===== src/rtl/blood_splat_render.sv =====
// Blood-splat sprite overlay: maps VGA pixels into a 64x64 ROM window at a latched hit position
// and mixes opaque sprite pixels over the background for a fixed number of frames, fading at the end.
module blood_splat_render #(
    parameter int          FRAMES_ON   = 30,
    parameter int          FADE_FRAMES = 8,
    parameter logic [11:0] TRANSP      = 12'h000
) (
    input  logic        clk,
    input  logic        reset_n,
    input  logic        hit,
    input  logic [9:0]  hit_x,
    input  logic [9:0]  hit_y,
    input  logic        frame_tick,
    input  logic [9:0]  pix_x,
    input  logic [9:0]  pix_y,
    input  logic        video_on,
    input  logic [11:0] bg_rgb,
    output logic [5:0]  rom_row,
    output logic [5:0]  rom_col,
    input  logic [11:0] rom_data,
    output logic [11:0] rgb_out,
    output logic        video_on_out,
    output logic        busy
);
    localparam int             CW      = $clog2(FRAMES_ON + 1);
    localparam logic [CW-1:0]  LAST    = CW'(FRAMES_ON - 1);
    localparam logic [CW-1:0]  FADE_AT = CW'(FRAMES_ON - FADE_FRAMES);

    typedef enum logic [1:0] {IDLE, ARMED, SHOW} state_t;

    state_t        state;
    logic [CW-1:0] frame_cnt;
    logic          pend;
    logic [9:0]    shadow_x, shadow_y, live_x, live_y;

    // Shadow/live split keeps the sprite from moving mid-frame.
    always_ff @(posedge clk or negedge reset_n) begin
        if (!reset_n) begin
            state     <= IDLE;
            frame_cnt <= '0;
            pend      <= 1'b0;
            shadow_x  <= '0;
            shadow_y  <= '0;
            live_x    <= '0;
            live_y    <= '0;
        end else begin
            if (hit) begin
                shadow_x <= hit_x;
                shadow_y <= hit_y;
            end
            // A tick consumes an older pending hit; a same-cycle hit stays pending for the next tick.
            pend <= (frame_tick && pend) ? hit : (pend | hit);
            case (state)
                IDLE: if (hit) state <= ARMED;
                ARMED: if (frame_tick) begin
                    state     <= SHOW;
                    live_x    <= shadow_x;
                    live_y    <= shadow_y;
                    frame_cnt <= '0;
                end
                SHOW: if (frame_tick) begin
                    if (pend) begin
                        live_x    <= shadow_x;
                        live_y    <= shadow_y;
                        frame_cnt <= '0;
                    end else if (frame_cnt == LAST) begin
                        frame_cnt <= '0;
                        state     <= hit ? ARMED : IDLE;
                    end else begin
                        frame_cnt <= frame_cnt + 1'b1;
                    end
                end
                default: state <= IDLE;
            endcase
        end
    end

    assign busy = (state != IDLE);

    // Unsigned wrap makes pixels left of / above the box land far outside it.
    logic [10:0] dx, dy;
    logic        in_box;
    assign dx      = {1'b0, pix_x} - {1'b0, live_x};
    assign dy      = {1'b0, pix_y} - {1'b0, live_y};
    assign in_box  = (dx < 11'd64) && (dy < 11'd64);
    assign rom_row = dy[5:0];
    assign rom_col = dx[5:0];

    logic        show_d1, vid_d1;
    logic [11:0] bg_d1, mix;
    logic [3:0]  red;

    always_comb begin
        red = (frame_cnt >= FADE_AT) ? {1'b0, rom_data[11:9]} : rom_data[11:8];
        mix = bg_d1;
        if (!vid_d1)
            mix = 12'h000;
        else if (show_d1 && rom_data != TRANSP)
            mix = {red, rom_data[7:0]};
    end

    always_ff @(posedge clk or negedge reset_n) begin
        if (!reset_n) begin
            show_d1      <= 1'b0;
            vid_d1       <= 1'b0;
            bg_d1        <= '0;
            rgb_out      <= '0;
            video_on_out <= 1'b0;
        end else begin
            show_d1      <= in_box && (state == SHOW);
            vid_d1       <= video_on;
            bg_d1        <= bg_rgb;
            rgb_out      <= mix;
            video_on_out <= vid_d1;
        end
    end
endmodule

===== config.mk =====
export PLATFORM = sky130hd
export DESIGN_NAME = blood_splat_render
export DESIGN_NICKNAME = d
export VERILOG_FILES = /design/src/rtl/blood_splat_render.sv
export SDC_FILE = /design/constraint.sdc
export NUM_CORES = 1
export LEC_CHECK = 0
export BUFFER_PORTS_ARGS = -buffer_cell sky130_fd_sc_hd__buf_2
export CAP_MARGIN = 30
export CORE_UTILIZATION = 33
export CTS_CLUSTER_DIAMETER = 50
export DETAILED_ROUTE_END_ITERATION = 7
export SYNTH_ARGS = -nofsm -noshare
export SYNTH_HDL_FRONTEND = slang
export SYNTH_SLANG_ARGS = --single-unit
export TNS_END_PERCENT = 30

===== constraint.sdc =====
create_clock -name clk -period 2.7 [get_ports clk]
set_input_delay 0.27 -clock clk [delete_from_list [all_inputs] [get_ports clk]]
set_output_delay 0.27 -clock clk [all_outputs]
set_load 0.005 [all_outputs]

==> reports/metrics.json, run 1 <==
{
  "place": {
    "placed_cells_incl_taps": 576,
    "buffer_ports.inserted": 94,
    "final_weighted_congestion_in_routability_driven_placement": 0.818,
    "hpwlAfterDp_um": 5920,
    "preCtsSetupSlack_ns": 0.0414,
    "placedInstanceArea_um2": 4430
  },
  "setup_path": {
    "kind_of_cell_adding_the_most_delay_to_the_critical_path": "simple AND/OR/NAND/NOR gates",
    "cells_on_worst_reg2reg_path": 9,
    "critical_path.max_stage_delay_ns": 0.54,
    "largest_fanout_on_the_critical_path": 8,
    "critPathCaptureType": "register",
    "critical_path.n_buffers_inverters": 1,
    "reg2reg_end": "show_d1",
    "reg2reg_slack_ns": 0.19,
    "cell_with_the_largest_stage_delay_on_the_worst_path": "sky130_fd_sc_hd__or4_1",
    "critical_path_class": "register to register",
    "rr_startpoint": "live_y[8]",
    "crit_top_cell": "sky130_fd_sc_hd__nor4_2",
    "cp-start-kind": "register",
    "data_arrival_time_of_the_critical_path_ns": 2.73,
    "required_ns": 2.93,
    "critical_path.cell_chain": "inv_1, ha_1, nor2b_1, a211oi_2, nor2_1, nor4_2, nand4_1, or4_1, nor4_2"
  },
  "clock_network": {
    "cts_hold_buf": 0,
    "worst_skew_pair.late_latency_ns": 0.32,
    "cts_made_buffers": 9,
    "htree_levels": 3,
    "clk_root_buffer_cell": "sky130_fd_sc_hd__clkbuf_16",
    "numClockSinks": 75,
    "worst_setup_hold_path_clk_slew_ns": 0.06,
    "cts_tree": "built",
    "clock_tree.buffer_depth": 2
  },
  "power_and_ir_drop": {
    "power.total_w": 0.00464,
    "max-vdd-ir-drop_mv": 0.401,
    "power_frac_comb": 0.394,
    "static-leakage-power_nw": 2.33,
    "internal_power_w": 0.00313,
    "fraction_of_power_spent_switching_nets": 0.325,
    "power_switching_w": 0.00151,
    "share_clk_of_total_power": 0.291,
    "share_seq_of_total_power": 0.316,
    "power-per-cell-area_nw_per_um2": 970
  },
  "outcome": {
    "status": "complete, no violations"
  },
  "grt": {
    "grt_antenna_before_repair": 0,
    "track_usage": 0.137,
    "grt_start_max_net_pins": 76,
    "grt_pass1_vias": 2738,
    "grt_first_pass_wirelength_um": 12600,
    "grt_overflow": 0
  },
  "sta": {
    "setup_slack_ns": 0.193,
    "setup-violations-final": 0,
    "clock-skew-final_ns": 0.00547,
    "final_min_period_over_clock_period": 0.928,
    "timing_worst_slew_pin_value_ns": 0.928,
    "hold_violations": 0,
    "slew_viol_final": 0,
    "timing.fmax_mhz": 399,
    "worst_rel_slew_slack": 0.381,
    "period_minus_slack_ns": 2.51,
    "fin_tns_setup_ns": 0
  },
  "die": {
    "dieHeight_um": 109,
    "initial_utilization": 0.345,
    "core_um2": 11000,
    "io-pin-count": 95,
    "die_area_um2": 12000,
    "die-width_um": 109,
    "num_rows": 38
  },
  "yosys": {
    "synth-seq-area-share": 0.493,
    "synth_edf_count": 0,
    "ys_warn_count": 0,
    "synthDistinctLibCells": 46,
    "synthFlopType": "sky130_fd_sc_hd__dfrtp_1",
    "synthCells": 350,
    "syn_avg_cell_area_um2": 10.9,
    "syn-num-nets": 444,
    "synth.cell_area_um2": 3810,
    "share_of_synthesized_flip_flops_with_an_asynchronous_set_or_reset": 1.00,
    "yosys_reg_bits": 75
  },
  "final_layout": {
    "n_antenna_cell": 0,
    "finish.cell_count_without_fillers": 592,
    "area_delta_synth_final_pct": 25.7,
    "drive_above_1_share": 0.352,
    "final.fill_count": 1072,
    "layout.nets": 541,
    "layout.cell_area.non_filler_um2": 4790
  },
  "detailed_routing": {
    "remaining_drc_errors": 0,
    "route.antenna.remaining_nets": 0,
    "avgViaCountPerCell": 4.71,
    "dr.first_iter.drc_count": 86,
    "route.vias.total": 2789,
    "route.final.wire_length_um": 7830,
    "avgRoutedWirePerCell_um": 13.2,
    "detail_route.first_pass.iterations": 4
  },
  "min_path": {
    "type_of_the_tightest_min_delay_check": "primary input to register",
    "hold_start": "video_on",
    "min_to": "vid_d1",
    "hold_critical_path_depth": 1
  },
  "job": {
    "max_cap_viol_count": 0
  }
}
power by group through the flow:
stage	Clock [W]	Sequential (W)	Combinational (W)
after floorplan	0	0.00145	0.00131
after global placement	0	0.00148	0.00180
after detailed placement	0	0.00149	0.00182
after CTS	0.00138	0.00147	0.00183
after global routing	0.00143	0.00150	0.00207
final	0.00135	0.00147	0.00183
layout by cell type, fill, tap and decap left out, types with 4 or more instances in the layout:
cell type	netlist	layout
sky130_fd_sc_hd__a21boi_0	8	8
sky130_fd_sc_hd__a21o_1	4	4
sky130_fd_sc_hd__a21oi_1	11	10
sky130_fd_sc_hd__buf_2	0	93
sky130_fd_sc_hd__clkbuf_16	0	9
sky130_fd_sc_hd__dfrtp_1	75	75
sky130_fd_sc_hd__ha_1	23	22
sky130_fd_sc_hd__inv_1	34	34
sky130_fd_sc_hd__mux2_2	40	40
sky130_fd_sc_hd__mux2i_1	5	5
sky130_fd_sc_hd__nand2_1	35	35
sky130_fd_sc_hd__nand3_1	8	8
sky130_fd_sc_hd__nor2_1	9	9
sky130_fd_sc_hd__nor2b_1	9	9
sky130_fd_sc_hd__o21ai_0	21	21
sky130_fd_sc_hd__o31ai_1	6	6
sky130_fd_sc_hd__xnor2_1	6	6
registers in the layout, summed over array words and instances (netlist names):
| register | count |
|---|---|
| shadow_x | 10 |
| bg_d1 | 12 |
| live_y | 10 |
| rgb_out | 12 |
| live_x | 10 |
| vid_d1 | 1 |
| pend | 1 |
| video_on_out | 1 |
| shadow_y | 10 |
| show_d1 | 1 |
| frame_cnt | 5 |
| state | 2 |
timing repair:
action,4_1_cts,5_1_grt
setup endpoints to repair,0,1
setup buffers,0,0
resized for setup,0,3
endpoints found under the hold margin,0,0
cells in the mapped netlist (all sizes together) (7+ instances only):
cell	n	share of area
dfrtp	75	0.49
mux2	40	0.12
nand2	36	0.036
inv	34	0.034
ha	23	0.076
o21ai	22	0.029
a21oi	11	0.014
nor2	9	0.0089
nor2b	9	0.015
a21boi	8	0.016
nand3	8	0.011
clkbuf	7	0.0069
layout make-up:
| class | count | area, um2 | share of cell area |
|---|---|---|---|
| Inverter | 34 | 128 | 0.0267 |
| Tap cell | 140 | 175 | 0.0366 |
| Sequential cell | 75 | 1880 | 0.392 |
| Clock buffer | 10 | 229 | 0.0478 |
| Multi-Input combinational cell | 232 | 1780 | 0.373 |
| Timing Repair Buffer | 95 | 480 | 0.100 |
| Clock inverter | 6 | 114 | 0.0238 |
kinds of logic after synthesis:
group | count (synthesis) | share of synthesized area
fa+ha+maj | 25 | 0.0861
buf+inv | 43 | 0.0424
simple gates | 87 | 0.114
mux | 45 | 0.131
xor+xnor | 9 | 0.0207
compound gates | 66 | 0.112
flops | 75 | 0.493
per-stage QoR:
stage	hold slack, ns	util
3_5_place_dp	0.379	0.402
2_1_floorplan	-0.0256	-
6_report	0.0451	0.434
4_1_cts	0.0327	0.433
3_3_place_gp	0.377	0.402
5_1_grt	0.0283	0.434
worst max path at each step:
stage / from / cells past startpoint / slack, ns / end
floorplan: live_y[7] / 9 / 0.38 / show_d1
global placement: pix_x[0] / 12 / 0.16 / show_d1
detailed placement: pix_x[0] / 12 / 0.04 / show_d1
CTS: live_y[7] / 9 / 0.08 / show_d1
global route: live_x[0] / 10 / -0.01 / show_d1
finish: live_y[8] / 9 / 0.19 / show_d1
per-layer routing:
layer  GRT usage  up-vias  wire (um)
li1            -     1407          -
met3      0.0403        9        492
met4      0.0457        0         97
met2       0.217       77       3610
met5           0        -          0
met1       0.180     1296       3630
No activity file was read; power rests on OpenSTA's default activity.
==> run 2: changes to the inputs <==
--- a/config.mk
+++ b/config.mk
@@ -5,11 +5,13 @@
 export SDC_FILE = /design/constraint.sdc
 export NUM_CORES = 1
 export LEC_CHECK = 0
+export ABC_AREA = 1
 export BUFFER_PORTS_ARGS = -buffer_cell sky130_fd_sc_hd__buf_2
 export CAP_MARGIN = 30
-export CORE_UTILIZATION = 33
+export CORE_UTILIZATION = 45
 export CTS_CLUSTER_DIAMETER = 50
 export DETAILED_ROUTE_END_ITERATION = 7
+export PLACE_DENSITY = 0.69
 export SYNTH_ARGS = -nofsm -noshare
 export SYNTH_HDL_FRONTEND = slang
 export SYNTH_SLANG_ARGS = --single-unit
==> constraint.sdc (replaced) <==
create_clock -name clk -period 2.9 [get_ports clk]
set_input_delay 0.29 -clock clk [delete_from_list [all_inputs] [get_ports clk]]
set_output_delay 0.29 -clock clk [all_outputs]
set_load 0.005 [all_outputs]
==> reports/metrics.json, run 2 <==
{
  "yosys": {
    "synth_edf_count": 0,
    "ys_warn_count": 0,
    "synth-seq-area-share": 0.467,
    "synthCells": 516,
    "syn_avg_cell_area_um2": 7.78,
    "yosys.cell_count.top_type": "sky130_fd_sc_hd__nand2_1",
    "synth_top_area_share": 0.467,
    "synthDistinctLibCells": 30,
    "yosysTopAreaCell": "sky130_fd_sc_hd__dfrtp_1",
    "yosys_reg_bits": 75,
    "syn-num-nets": 610,
    "synthFlopType": "sky130_fd_sc_hd__dfrtp_1",
    "ranking_of_synthesized_cells_by_instance_count": "sky130_fd_sc_hd__nand2_1, sky130_fd_sc_hd__inv_1, sky130_fd_sc_hd__dfrtp_1, sky130_fd_sc_hd__nor2_1, sky130_fd_sc_hd__o21ai_0",
    "synth_top_cells_by_area": "sky130_fd_sc_hd__dfrtp_1, sky130_fd_sc_hd__nand2_1, sky130_fd_sc_hd__inv_1",
    "synth.cell_area_um2": 4020,
    "share_of_synthesized_flip_flops_with_an_asynchronous_set_or_reset": 1.00
  },
  "sta": {
    "slew_viol_final": 0,
    "timing_worst_slew_pin_value_ns": 0.917,
    "grt_setup_unrepaired": "no",
    "clock-skew-final_ns": 0.0109,
    "fin_tns_setup_ns": 0,
    "hold_violations": 0,
    "worst_rel_slew_slack": 0.389,
    "final_min_period_over_clock_period": 0.741,
    "timing.fmax_mhz": 466,
    "period_minus_slack_ns": 2.15,
    "setup-violations-final": 0
  },
  "final_layout": {
    "multiInputGateArea_um2": 1730,
    "layout.nets": 705,
    "layout_commonest_cell": "sky130_fd_sc_hd__nand2_1",
    "final.fill_count": 853,
    "layout.area.seq_um2": 1880,
    "finish.cell_count_without_fillers": 724,
    "top_regs": "bg_d1 x12, rgb_out x12",
    "layout.cells.most_common_list": "sky130_fd_sc_hd__nand2_1, sky130_fd_sc_hd__buf_2, sky130_fd_sc_hd__inv_1",
    "drive_above_1_share": 0.198,
    "n_antenna_cell": 0,
    "finish.utilization": 0.549,
    "area_delta_synth_final_pct": 18.6
  },
  "clock_network": {
    "numClockSinks": 75,
    "clock_tree.buffer_depth": 2,
    "htree_levels": 3,
    "cts_hold_buf": 0,
    "clk_root_buffer_cell": "sky130_fd_sc_hd__clkbuf_8",
    "cts_tree": "built",
    "cts_setup_buffers": 0,
    "post_cts_resize_count": 0,
    "worst_setup_hold_path_clk_slew_ns": 0.09,
    "worst_skew_pair.late_latency_ns": 0.35,
    "cts_made_buffers": 9
  },
  "grt": {
    "grt_pass1_vias": 3245,
    "track_usage": 0.191,
    "grt_start_max_net_pins": 76,
    "grt_antenna_before_repair": 0,
    "grt_overflow": 0,
    "grt_first_pass_wirelength_um": 13500
  },
  "setup_path": {
    "cp-start-kind": "register",
    "rr_startpoint": "live_x[0]",
    "required_ns": 2.61,
    "critical_path.n_buffers_inverters": 2,
    "largest_fanout_on_the_critical_path": 4,
    "cells_on_worst_reg2reg_path": 12,
    "crit_top_cell": "sky130_fd_sc_hd__nand3_1",
    "data_arrival_time_of_the_critical_path_ns": 1.86,
    "kind_of_cell_adding_the_most_delay_to_the_critical_path": "adder cells",
    "cell_with_the_largest_stage_delay_on_the_worst_path": "sky130_fd_sc_hd__fa_1",
    "worst_setup_path_endpoint": "rom_col[4]",
    "reg2reg_end": "show_d1",
    "critical_path.max_stage_delay_ns": 0.45,
    "critical_path.cell_chain": "ha_1, inv_1, fa_1, nand3_1, nand3_1, xor2_1, buf_2",
    "critPathCaptureType": "output pin",
    "critical_path_class": "register to output pin",
    "cp_startpoint": "live_x[0]",
    "reg2reg_slack_ns": 1.03,
    "critical_path_cell_count": 7
  },
  "place": {
    "final_weighted_congestion_in_routability_driven_placement": 0.850,
    "placed_cells_incl_taps": 708,
    "buffer_ports.inserted": 94,
    "hpwlAfterDp_um": 6350
  },
  "power_and_ir_drop": {
    "max-vdd-ir-drop_mv": 0.259,
    "power-per-cell-area_nw_per_um2": 791,
    "static-leakage-power_nw": 2.64
  },
  "min_path": {
    "type_of_the_tightest_min_delay_check": "primary input to register",
    "hold_start": "bg_rgb[0]"
  },
  "detailed_routing": {
    "remaining_drc_errors": 0,
    "route.vias.total": 3432,
    "route.final.wire_length_um": 8140,
    "route.antenna.remaining_nets": 0,
    "detail_route.first_pass.iterations": 5,
    "avgViaCountPerCell": 4.74,
    "avgRoutedWirePerCell_um": 11.2,
    "dr.first_iter.drc_count": 148
  },
  "die": {
    "core_um2": 8680,
    "die-width_um": 96.5,
    "num_rows": 34,
    "dieHeight_um": 96.5,
    "io-pin-count": 95,
    "initial_utilization": 0.463,
    "die_area_um2": 9310
  },
  "outcome": {
    "status": "complete, no violations"
  },
  "job": {
    "max_cap_viol_count": 0
  }
}
[run 2: cell count changes in the layout (fill, tap and decap cells not counted), sizes merged, moves of 14 or more]
cell   previous run  this run
nand2            36       144
inv              34       100
o21ai            22        60
nand3             8        22
nor2              9        41
mux2             40         0
[run 2: kinds of logic after synthesis]
kind of cell,Yosys count,share of synthesized area
and+or+nand+nor,220,0.226
buffers and inverters,107,0.102
AOI/OAI and AO/OA,80,0.103
DFF,75,0.467
adders and majority gates,25,0.0816
xor gates and xnor gates,9,0.0196
[run 2: worst register-to-register path, stage by stage (launching register included)]
cell	delay, ns
sky130_fd_sc_hd__dfrtp_1	0.36
sky130_fd_sc_hd__ha_1	0.14
sky130_fd_sc_hd__inv_1	0.07
sky130_fd_sc_hd__fa_1	0.45
sky130_fd_sc_hd__nand3_1	0.11
sky130_fd_sc_hd__nand3_1	0.11
sky130_fd_sc_hd__nand2_1	0.10
sky130_fd_sc_hd__nand2_1	0.05
sky130_fd_sc_hd__nand2_1	0.05
sky130_fd_sc_hd__nand2_1	0.04
sky130_fd_sc_hd__nor2_1	0.09
sky130_fd_sc_hd__nand2_1	0.07
sky130_fd_sc_hd__nor3_2	0.16
[run 2: final cells by class]
cell class	count	share of cell area
sequential	75	0.394
multi-input combinational	334	0.363
timing repair buffer	95	0.101
inverter	96	0.0756
tap	108	0.0284
clock buffer	9	0.0260
clock inverter	7	0.0126
[run 2: routing by layer]
metal	GRT usage	part of all wire	vias up
li1	-	-	1800
met1	0.235	0.44	1544
met2	0.317	0.48	72
met3	0.0454	0.055	16
met4	0.0907	0.022	0
met5	0	0	-
[run 2: worst min-delay path by stage]
stage | slack [ns] | depth (start not counted) | endpoint
floorplan | -0.006 | 0 | bg_d1[0]
global placement | 0.40 | 1 | bg_d1[3]
detailed placement | 0.40 | 1 | bg_d1[3]
CTS | 0.02 | 1 | bg_d1[0]
global route | 0.02 | 1 | bg_d1[0]
finish | 0.03 | 1 | bg_d1[0]
[run 2: per-stage QoR]
| step | worst slack, ns | area, um2 | power [W] | hold WS (ns) |
|---|---|---|---|---|
| floorplan | 1.20 | 4020 | 0.00258 | -0.00559 |
| finish | 0.753 | 4760 | 0.00377 | 0.0337 |
| global route | 0.579 | 4760 | 0.00418 | 0.0214 |
| global placement | 0.993 | 4580 | 0.00301 | 0.398 |
| detailed placement | 0.934 | 4580 | 0.00306 | 0.399 |
| CTS | 0.716 | 4760 | 0.00382 | 0.0197 |
[run 2: power by group]
part | total (W) | switching, W | internal [W]
sequential | 0.00134 | 0.000104 | 0.00123
combinational | 0.00168 | 0.00101 | 0.000679
clock | 0.000747 | 0.000422 | 0.000325
total | 0.00377 | 0.00153 | 0.00224
